<file path="config.mk">
export PLATFORM = sky130hd
export DESIGN_NAME = branch_ctrl
export DESIGN_NICKNAME = d
export VERILOG_FILES = /design/src/rtl/branch_ctrl.sv
export SDC_FILE = /design/constraint.sdc
export NUM_CORES = 1
export LEC_CHECK = 0
export ABC_CLOCK_PERIOD_IN_PS = 5300
export CAP_MARGIN = 20
export CORE_AREA = 2 2 124 175
export DETAILED_ROUTE_END_ITERATION = 8
export DIE_AREA = 0 0 126 177
export GPL_TIMING_DRIVEN = 0
export HOLD_SLACK_MARGIN = 0.05
export PLACE_DENSITY = 0.55
export SYNTH_ARGS = -nofsm -noshare
export SYNTH_HDL_FRONTEND = slang
export SYNTH_SLANG_ARGS = --single-unit
</file>
<file path="constraint.sdc">
create_clock -name clk -period 5.3 [get_ports clk]
set_clock_uncertainty 0.2 [all_clocks]
set_input_delay 1.06 -clock clk [delete_from_list [all_inputs] [get_ports clk]]
set_output_delay 1.06 -clock clk [all_outputs]
set_load 0.005 [all_outputs]
</file>
<file path="src/rtl/branch_ctrl.sv">
// B/BL sequencer: condition check, target/link calc, redirect and flush.
// Optional per-outcome counters are built with BRANCH_CTRL_STATS_EN.
module branch_ctrl (
    input  logic        clk,
    input  logic        reset,
    input  logic        req_valid,
    output logic        req_ready,
    input  logic [23:0] req_offset,
    input  logic [31:0] req_pc,
    input  logic [3:0]  req_cond,
    input  logic        req_link,
    input  logic [3:0]  flags,
    output logic        pc_load,
    output logic [31:0] pc_target,
    output logic        lr_we,
    output logic [31:0] lr_data,
    output logic        flush,
    output logic        done,
    output logic        done_taken
`ifdef BRANCH_CTRL_STATS_EN
    ,
    output logic [15:0] taken_cnt,
    output logic [15:0] nottaken_cnt
`endif
);

    localparam logic [2:0] IDLE  = 3'd0;
    localparam logic [2:0] EVAL  = 3'd1;
    localparam logic [2:0] CALC  = 3'd2;
    localparam logic [2:0] LINK  = 3'd3;
    localparam logic [2:0] REDIR = 3'd4;

    logic [2:0]  state_q, state_d;
    logic [23:0] offset_q, offset_d;
    logic [31:0] pc_q, pc_d;
    logic [3:0]  cond_q, cond_d;
    logic        link_q, link_d;
    logic [3:0]  flags_q, flags_d;
    logic [31:0] target_q, target_d;
    logic [31:0] lr_q, lr_d;
    logic        nt_done_q, nt_done_d;
    logic        pass;
    logic        n, z, c, v;

    assign {n, z, c, v} = flags_q;

    always_comb begin
        pass = 1'b0;
        unique case (cond_q)
            4'h0: pass = z;
            4'h1: pass = !z;
            4'h2: pass = c;
            4'h3: pass = !c;
            4'h4: pass = n;
            4'h5: pass = !n;
            4'h6: pass = v;
            4'h7: pass = !v;
            4'h8: pass = c && !z;
            4'h9: pass = !c || z;
            4'hA: pass = (n == v);
            4'hB: pass = (n != v);
            4'hC: pass = !z && (n == v);
            4'hD: pass = z || (n != v);
            4'hE: pass = 1'b1;
            4'hF: pass = 1'b0;
        endcase
    end

    always_comb begin
        state_d   = state_q;
        offset_d  = offset_q;
        pc_d      = pc_q;
        cond_d    = cond_q;
        link_d    = link_q;
        flags_d   = flags_q;
        target_d  = target_q;
        lr_d      = lr_q;
        nt_done_d = 1'b0;
        case (state_q)
            IDLE: begin
                if (req_valid) begin
                    offset_d = req_offset;
                    pc_d     = req_pc;
                    cond_d   = req_cond;
                    link_d   = req_link;
                    flags_d  = flags;
                    state_d  = EVAL;
                end
            end
            EVAL: begin
                if (pass) begin
                    state_d = CALC;
                end else begin
                    nt_done_d = 1'b1;
                    state_d   = IDLE;
                end
            end
            CALC: begin
                // Word offset, sign-extended; pipeline PC is pc + 8.
                target_d = pc_q + 32'd8
                         + {{6{offset_q[23]}}, offset_q, 2'b00};
                lr_d     = pc_q + 32'd4;
                state_d  = LINK;
            end
            LINK:    state_d = REDIR;
            REDIR:   state_d = IDLE;
            default: state_d = IDLE;
        endcase
    end

    always_ff @(posedge clk or posedge reset) begin
        if (reset) begin
            state_q   <= IDLE;
            offset_q  <= '0;
            pc_q      <= '0;
            cond_q    <= '0;
            link_q    <= 1'b0;
            flags_q   <= '0;
            target_q  <= '0;
            lr_q      <= '0;
            nt_done_q <= 1'b0;
        end else begin
            state_q   <= state_d;
            offset_q  <= offset_d;
            pc_q      <= pc_d;
            cond_q    <= cond_d;
            link_q    <= link_d;
            flags_q   <= flags_d;
            target_q  <= target_d;
            lr_q      <= lr_d;
            nt_done_q <= nt_done_d;
        end
    end

    assign req_ready  = (state_q == IDLE);
    assign lr_we      = (state_q == LINK) && link_q;
    assign pc_load    = (state_q == REDIR);
    assign flush      = (state_q == REDIR);
    assign done_taken = (state_q == REDIR);
    assign done       = (state_q == REDIR) || nt_done_q;
    assign pc_target  = target_q;
    assign lr_data    = lr_q;

`ifdef BRANCH_CTRL_STATS_EN
    logic [15:0] taken_cnt_q, taken_cnt_d;
    logic [15:0] nottaken_cnt_q, nottaken_cnt_d;

    // Counters saturate rather than wrap.
    always_comb begin
        taken_cnt_d    = taken_cnt_q;
        nottaken_cnt_d = nottaken_cnt_q;
        if (state_q == REDIR && taken_cnt_q != 16'hFFFF)
            taken_cnt_d = taken_cnt_q + 16'd1;
        if (nt_done_q && nottaken_cnt_q != 16'hFFFF)
            nottaken_cnt_d = nottaken_cnt_q + 16'd1;
    end

    always_ff @(posedge clk or posedge reset) begin
        if (reset) begin
            taken_cnt_q    <= '0;
            nottaken_cnt_q <= '0;
        end else begin
            taken_cnt_q    <= taken_cnt_d;
            nottaken_cnt_q <= nottaken_cnt_d;
        end
    end

    assign taken_cnt    = taken_cnt_q;
    assign nottaken_cnt = nottaken_cnt_q;
`endif

endmodule

</file>
; Word level (Yosys, flattened, before mapping)
; Index checks and enable logic that the tools add are counted.
; W data, S select, Z words.
[word_totals]
elab_cells = 53
out_inout_bits = 70
in_bits = 68
reg_bits = 133
[classes]
n_reduce_logical = 13
eq_ne = 22
n_addsub = 3
mux = 6
[op_table]
columns = cell, n
row1 = $add A32 B3 Y32 const B, 1
row2 = $add A32 B32 Y32, 1
row3 = $add A32 B4 Y32 const B, 1
row4 = $eq A4 B4 Y1 const B, 8
row5 = $eq A4 B3 Y1 const B, 4
row6 = $pmux W1 S16, 1
row7 = $pmux W3 S4, 1
row8 = $eq A4 B2 Y1 const B, 2
row9 = $eq A3 B2 Y1 const B, 2
row10 = $eq A4 B1 Y1 const B, 1
row11 = $logic_not A1 Y1, 4
row12 = $logic_not A4 Y1, 1
row13 = $eq A3 B1 Y1 const B, 1
row14 = $eq A3 B3 Y1 const B, 1
row15 = $logic_and A1 B1 Y1, 3
row16 = $logic_not A3 Y1, 1
row17 = $logic_or A1 B1 Y1, 3
row18 = $mux W3, 1
row19 = $mux W1, 2
row20 = $mux W2, 1
row21 = $ne A2 B2 Y1 const B, 1
row22 = $reduce_and A2 Y1, 1
row23 = $eq A1 B1 Y1, 1
row24 = $ne A1 B1 Y1, 1

; Depth between registers and ports, before layout
; Gate-level depths: netlist (run 1).
[logic_depth]
depth_word = 5
ltp_mapped = 12
ltp_nobuf = 12

; Worst setup path after synthesis (run 1)
; Ideal clock, no wire load.
[synth_timing]
path_type = reg-to-reg
start = register pc_q[4]
end = register target_q[28], in the netlist pc_target[28]
setup_ns = 0.092
t_arrival_ns = 2.546
n_path_buf = 0
period_less_slack_ns = 2.838
required_ns = 5.008
slack_ns = 2.462
stages_incl_launch_ff = 10
path_cell_list = dfrtp_1 > ha_1 > ha_1 > a211oi_1 > o31ai_4 > o211ai_2 > a211o_1 > a2111oi_4 > nor3_1 > o31ai_2
[synth_between]
elab_chain_len = 2
[synth_lines]
columns = item, line_no
row1 = from (decl), 35  ; logic [31:0] pc_q, pc_d;
row2 = from (signal assigned), 125  ; pc_q <= pc_d;
row3 = $add A32 B4 Y32, 100  ; target_d = pc_q + 32'd8
row4 = $add A32 B32 Y32, 101  ; + {{6{offset_q[23]}}, offset_q, 2'b00};
row5 = to (signal assigned), 129  ; target_q <= target_d;
row6 = to (decl), 39  ; logic [31:0] target_q, target_d;
; No other way between the ends.
; A chain may end at the register's enable or synchronous reset.

; Worst setup path in the final report (run 1)
[layout_timing]
start = register pc_q[3]
end = register target_q[25], in the netlist pc_target[25]
; The elaborated chain is that of the path after synthesis.

==> results of run 1 <==
[per-stage QoR]
step | power, mW | instances | TNS [ps]
floorplan | 4.924 | 720 | 0
CTS | 7.632 | 1150 | 0
global placement | 6.353 | 1117 | -210360
finish | 7.534 | 1150 | 0
detailed placement | 6.392 | 1118 | 0
global route | 8.217 | 1150 | 0
[kinds of logic after synthesis]
logic type                 count (synthesis)  share of synthesized area (%)
muxes                                     68                          10.34
xor gates and xnor gates                  55                          6.548
buffers and inverters                     44                          2.500
adders and majority gates                 59                          10.14
DFF                                      131                          44.56
AOI/OAI and AO/OA                        147                          12.47
and+or+nand+nor                          216                          13.45
[report_power, final]
part	switching, mW	internal [mW]	total [mW]
clock network	0.518	0.668	1.19
logic	2.35	2.06	4.41
registers	0.433	1.50	1.93
[cell usage in the layout, fill, tap and decap left out, types with 5 or more instances in the layout]
| cell type | n |
|---|---|
| a21o_1 | 9 |
| a21oi_1 | 30 |
| and3_1 | 6 |
| buf_1 | 7 |
| clkbuf_1 | 18 |
| clkbuf_16 | 17 |
| clkdlybuf4s50_1 | 137 |
| dfrtp_1 | 131 |
| ha_1 | 58 |
| inv_1 | 11 |
| inv_6 | 6 |
| mux2_2 | 62 |
| nand2_1 | 112 |
| nand3_1 | 19 |
| nand4_1 | 7 |
| nor2_1 | 32 |
| nor3_1 | 10 |
| o21a_1 | 5 |
| o21ai_0 | 32 |
| o21ai_1 | 34 |
| o31ai_1 | 5 |
| xnor2_1 | 24 |
| xor2_1 | 31 |
[area by class of cell]
type	instances	share of cell area (%)
multi-input cells	545	40.27
flip-flops and latches	131	33.89
repair buffers	138	14.46
clock buffers	17	4.398
well taps	260	3.363
clock inverters	15	1.669
plain buffers	32	1.436
inverters	12	0.5174
[routing by layer]
| metal | global-route usage (%) | up-vias | routed length [um] |
|---|---|---|---|
| met5 | 0 | - | 0 |
| met4 | 6.227 | 0 | 422 |
| met3 | 3.748 | 26 | 687 |
| met2 | 32.53 | 109 | 10410 |
| met1 | 21.20 | 2790 | 8111 |
| li1 | - | 2863 | - |
[state kept, by name, summed over array words and instances (netlist names)]
signal and cells:
pc_q 32, pc_target 32, lr_data 30, offset_q 24, cond_q 4, flags_q 4
state_q 3, link_q 1, nt_done_q 1
[worst max path at each step]
stage               from       endpoint  slack (ps)  depth (start not counted)
2_1_floorplan      reset      cond_q[0]         540                          1
3_3_place_gp       reset    lr_data[15]       -1620                          2
3_5_place_dp   req_valid        pc_q[7]        1740                          6
4_1_cts          pc_q[3]  pc_target[25]        1850                         12
5_1_grt          pc_q[3]  pc_target[25]        1670                         12
6_report         pc_q[3]  pc_target[25]        1890                         12
[worst max-delay path: cells and delay by family, from the launching register on]
kind / cells / cell delay (ps)
compound gates: 6 / 1400
xor+xnor: 1 / 230
fa+ha+maj: 3 / 940
buf+inv: 2 / 110
flops: 1 / 390
==> results_dict.tcl, run 1 <==
set metrics [dict create \
    via_per_inst 5.033 \
    cp_cell_sequence "inv_1 > ha_1 > inv_1 > ha_1 > fa_1 > a21oi_1 > o211a_1 > o21ai_1 > a311oi_1 > o31ai_1 > xnor2_1 > o21ai_1" \
    placed_area_um2 9086 \
    initial_utilization_pct 35.35 \
    drc 0 \
    tightest_slew_ps 791.0 \
    diodes 0 \
    layout_worst_path_cycle_share_pct 64.37 \
    leakage_nw 4.135 \
    arrival_ps 3510 \
    min_to "pc_target[1]" \
    finalSetupViolations 0 \
    final_util_pct 46.48 \
    status "finished clean" \
    cp-start-kind "flip-flop" \
    area_growth_syn_to_layout_pct 31.48 \
    ys_ff_latch 131 \
    final-hold-violation-count 0 \
    place_ws_ps 1745 \
    place_hpwl_mm 15.01 \
    seq_area_frac_synth_pct 44.56 \
    die_area_um2 22300 \
    async_flop_share_pct 100.0 \
    hold_ws_ps 271.1 \
    min_period_ps 3412 \
    core_um2 20810 \
    cts_sinks 131 \
    num_rows 63 \
    max_freq_ghz 0.2931 \
    portBuffers 137 \
    track_usage_pct 18.04 \
    fin_nets 1004 \
    synth-edff-count 0 \
    r2r_slack_ps 1890 \
    htree_num_levels 4 \
    ys_top_cells_by_count "dfrtp_1, nand2_1, mux2_2, ha_1, o21ai_1" \
    synth_top_area_cell "dfrtp_1" \
    die-height_um 177 \
    hold_path.class "reg2reg" \
    drv_cap 0 \
    num_vias 5788 \
    slew_violations 0 \
    critPathMaxStageDelay_ps 450 \
    first_global_vias 5799 \
    pin_count 138 \
    cts_setup_buffers 0 \
    dr.pass1.iters 4 \
    reg2reg_depth 12 \
    synth_most_common_cell "dfrtp_1" \
    synth_top_area_share_pct 44.56 \
    wl_mm 19.64 \
    crit_fanout 4 \
    avgSynthCellArea_um2 10.22 \
    critPathKind "reg2reg" \
    cts-root-buf "clkbuf_16" \
    cts.clk_slew.worst_paths_ps 70 \
    die_w_um 126 \
    slew_headroom_pct 47.27 \
    regArea_um2 3278 \
    antenna_found_initial 0 \
    multi_input_area_um2 3895 \
    drtIter0Drc 156 \
    synthesis.nets 847 \
    required_ps 5390 \
    cts_buffer_depth 2 \
    synthDistinctLibCells 58 \
    place_congestion 0.8367 \
    cpMaxStageDelayCell "a311oi_1" \
    powerDensity_nw_per_um2 778.9 \
    peakVddDrop_mv 0.3273 \
    timing.rr.end "pc_target[25]" \
    min_from "pc_q[1]" \
    cts_tree "yes" \
    cts_buffers 17 \
    rsz0062_at_grt "false" \
    n_fill_cell 2016 \
    drive_above_1_share_pct 12.58 \
    cts_resized 0 \
    clk_latency_ps 430 \
    holdBufCountCts 0 \
    rr_startpoint "pc_q[3]" \
    routedWlPerCell_um 17.07 \
    syn-instance-count 720 \
    final_antenna_net_count 0 \
    synth_top_cells_by_area "dfrtp_1, ha_1, mux2_2" \
    synth_warnings 0 \
    overflow 0 \
    hold_depth 2 \
    grt_pass1_wl_mm 31.10 \
    post-route-cell-area_um2 9673 \
    synth_flop_cell "dfrtp_1" \
    syn_area_um2 7357 \
    crit_path_end_kind "flip-flop" \
    grt_max_degree 78 \
    fin_ws_ps 1888 \
]
Note: power is estimated with default switching activity, not from simulation.
==> run 2, diff against run 1 <==
--- a/config.mk
+++ b/config.mk
@@ -5,14 +5,14 @@
 export SDC_FILE = /design/constraint.sdc
 export NUM_CORES = 1
 export LEC_CHECK = 0
-export ABC_CLOCK_PERIOD_IN_PS = 5300
+export ABC_CLOCK_PERIOD_IN_PS = 2900
 export CAP_MARGIN = 20
 export CORE_AREA = 2 2 124 175
 export DETAILED_ROUTE_END_ITERATION = 8
 export DIE_AREA = 0 0 126 177
 export GPL_TIMING_DRIVEN = 0
 export HOLD_SLACK_MARGIN = 0.05
-export PLACE_DENSITY = 0.55
+export PLACE_DENSITY = 0.57
 export SYNTH_ARGS = -nofsm -noshare
 export SYNTH_HDL_FRONTEND = slang
 export SYNTH_SLANG_ARGS = --single-unit
==> constraint.sdc (replaced) <==
create_clock -name clk -period 2.9 [get_ports clk]
set_clock_uncertainty 0.2 [all_clocks]
set_input_delay 0.58 -clock clk [delete_from_list [all_inputs] [get_ports clk]]
set_output_delay 0.58 -clock clk [all_outputs]
set_load 0.005 [all_outputs]
==> results_dict.tcl, run 2 (same netlist as run 1, synthesis figures left out) <==
set metrics [dict create \
    first_global_vias 5980 \
    min_from "pc_q[1]" \
    holdBufCountCts 0 \
    cts-root-buf "clkbuf_16" \
    final_util_pct 49.95 \
    antenna_found_initial 0 \
    min_to "pc_target[1]" \
    drc 0 \
    peakVddDrop_mv 0.5880 \
    drtIter0Drc 204 \
    routedWlPerCell_um 17.32 \
    dp_cells 1121 \
    regArea_um2 3286 \
    fin_nets 1022 \
    cts_buffer_depth 2 \
    die_w_um 126 \
    wl_met1_mm 8.247 \
    violations "negative setup slack" \
    wl_mm 20.23 \
    pin_count 138 \
    p_int_mw 8.907 \
    core_um2 20810 \
    layout_common_cells "clkdlybuf4s50_1, dfrtp_1, nand2_1" \
    rsz0062_at_grt "true" \
    reg2reg_depth 10 \
    final.setup.tns_ps -57.71 \
    overflow 0 \
    grt_pass1_wl_mm 32.11 \
    hold_depth 2 \
    num_vias 5886 \
    cp-start-kind "flip-flop" \
    die-height_um 177 \
    max_freq_ghz 0.3407 \
    crit_fanout 6 \
    drive_above_1_share_pct 22.47 \
    n_fill_cell 1943 \
    critPathKind "reg2reg" \
    final_cells 1168 \
    area_growth_syn_to_layout_pct 41.29 \
    slew_headroom_pct 56.72 \
    cts_sinks 131 \
    diodes 0 \
    via_per_inst 5.039 \
    pwr-share-clk_pct 14.4 \
    final_common_cell "clkdlybuf4s50_1" \
    sw_frac_of_total_pct 43.31 \
    arrival_ps 3030 \
    die_area_um2 22300 \
    initial_utilization_pct 35.35 \
    crit_path_end_kind "flip-flop" \
    htree_num_levels 4 \
    fin_ws_ps -34.89 \
    power_mw 15.71 \
    powerDensity_nw_per_um2 1512 \
    place_congestion 0.8591 \
    top_layer "met4" \
    dr.pass1.iters 5 \
    place_hpwl_mm 15.22 \
    cts_tree "yes" \
    min_period_ps 2935 \
    clk_latency_ps 430 \
    cts_buffers 17 \
    hold_path.class "reg2reg" \
    track_usage_pct 18.47 \
    comb_power_share_pct 62.8 \
    final_antenna_net_count 0 \
    netSwitchingPower_mw 6.805 \
    finalSetupViolations 2 \
    multi_input_area_um2 4387 \
    portBuffers 137 \
    status "finished with violations" \
    num_rows 63 \
    drv_cap 0 \
    met2RoutedLength_mm 10.70 \
    leakage_nw 4.299 \
    wl_met3_um 847 \
    cts.clk_slew.worst_paths_ps 70 \
    slew_violations 0 \
    layout_worst_path_cycle_share_pct 101.2 \
    r2r_slack_ps -30 \
    grt_max_degree 41 \
    rr_startpoint "pc_q[2]" \
    tightest_slew_ps 649.3 \
    timing.rr.end "pc_target[27]" \
    final-hold-violation-count 0 \
    required_ps 2990 \
    seqPwrFrac_pct 22.8 \
]
[run 2: cell types whose count changed in the layout (fill, tap and decap cells not counted), sizes merged]
cell,previous run,this run
clkbuf,35,30
clkinv,4,3
bufinv,1,2
inv,21,20
clkdlybuf4s15,0,1
buf,15,37
clkinvlp,1,2
[run 2: per-stage QoR]
stage	setup WS, ps	instance area, um2	hold WS (ps)
detailed placement	-575.7	9145	258.6
global route	-154.9	10400	283.7
global placement	-849.3	9057	252.0
floorplan	62.45	7361	231.5
CTS	-55.09	10000	264.7
finish	-34.89	10400	267.0
[run 2: worst max-delay path by stage]
stage	start	cells past startpoint	to	slack, ps
3_5_place_dp	pc_q[3]	12	pc_target[25]	-580
6_report	pc_q[2]	10	pc_target[27]	-30
5_1_grt	pc_q[3]	12	pc_target[27]	-150
2_1_floorplan	pc_q[4]	9	pc_target[28]	60
4_1_cts	pc_q[3]	12	pc_target[23]	-60
3_3_place_gp	reset	2	pc_q[12]	-850
[run 2: routing by layer]
layer	GRT usage, %	vias up
met4	6.548	0
li1	-	2887
met1	21.64	2857
met5	0	-
met2	33.11	119
met3	4.081	23
[run 2: critical path: stages, from the launching register on]
cell,delay [ps]
dfrtp_1,450
ha_1,250
ha_4,180
fa_2,360
a21oi_2,180
o211a_1,220
nand4b_1,210
a2111oi_4,110
a211oi_2,290
mux2i_1,240
o211ai_1,100
[run 2: what timing repair did]
| item | 4_1_cts | 5_1_grt |
|---|---|---|
| pin swaps | 14 | 22 |
| buffers inserted | 6 | 14 |
| gates resized for setup | 38 | 46 |
| endpoints found under the setup margin | 17 | 22 |
[run 2: area by class of cell]
type	count	area share, %
Inverter	12	0.4694
Buffer	27	1.216
Clock inverter	15	1.805
Clock buffer	17	4.092
Timing Repair Buffer	161	15.48
Multi-Input combinational cell	545	42.20
Tap cell	260	3.130
Sequential cell	131	31.61
[run 2: power groups by stage]
stage	clock network, mW	logic [mW]	registers (mW)
2_1_floorplan	0	5.61	3.39
3_3_place_gp	0	8.03	3.56
3_5_place_dp	0	8.10	3.58
4_1_cts	2.31	8.88	3.58
5_1_grt	2.39	10.8	3.72
6_report	2.26	9.86	3.58
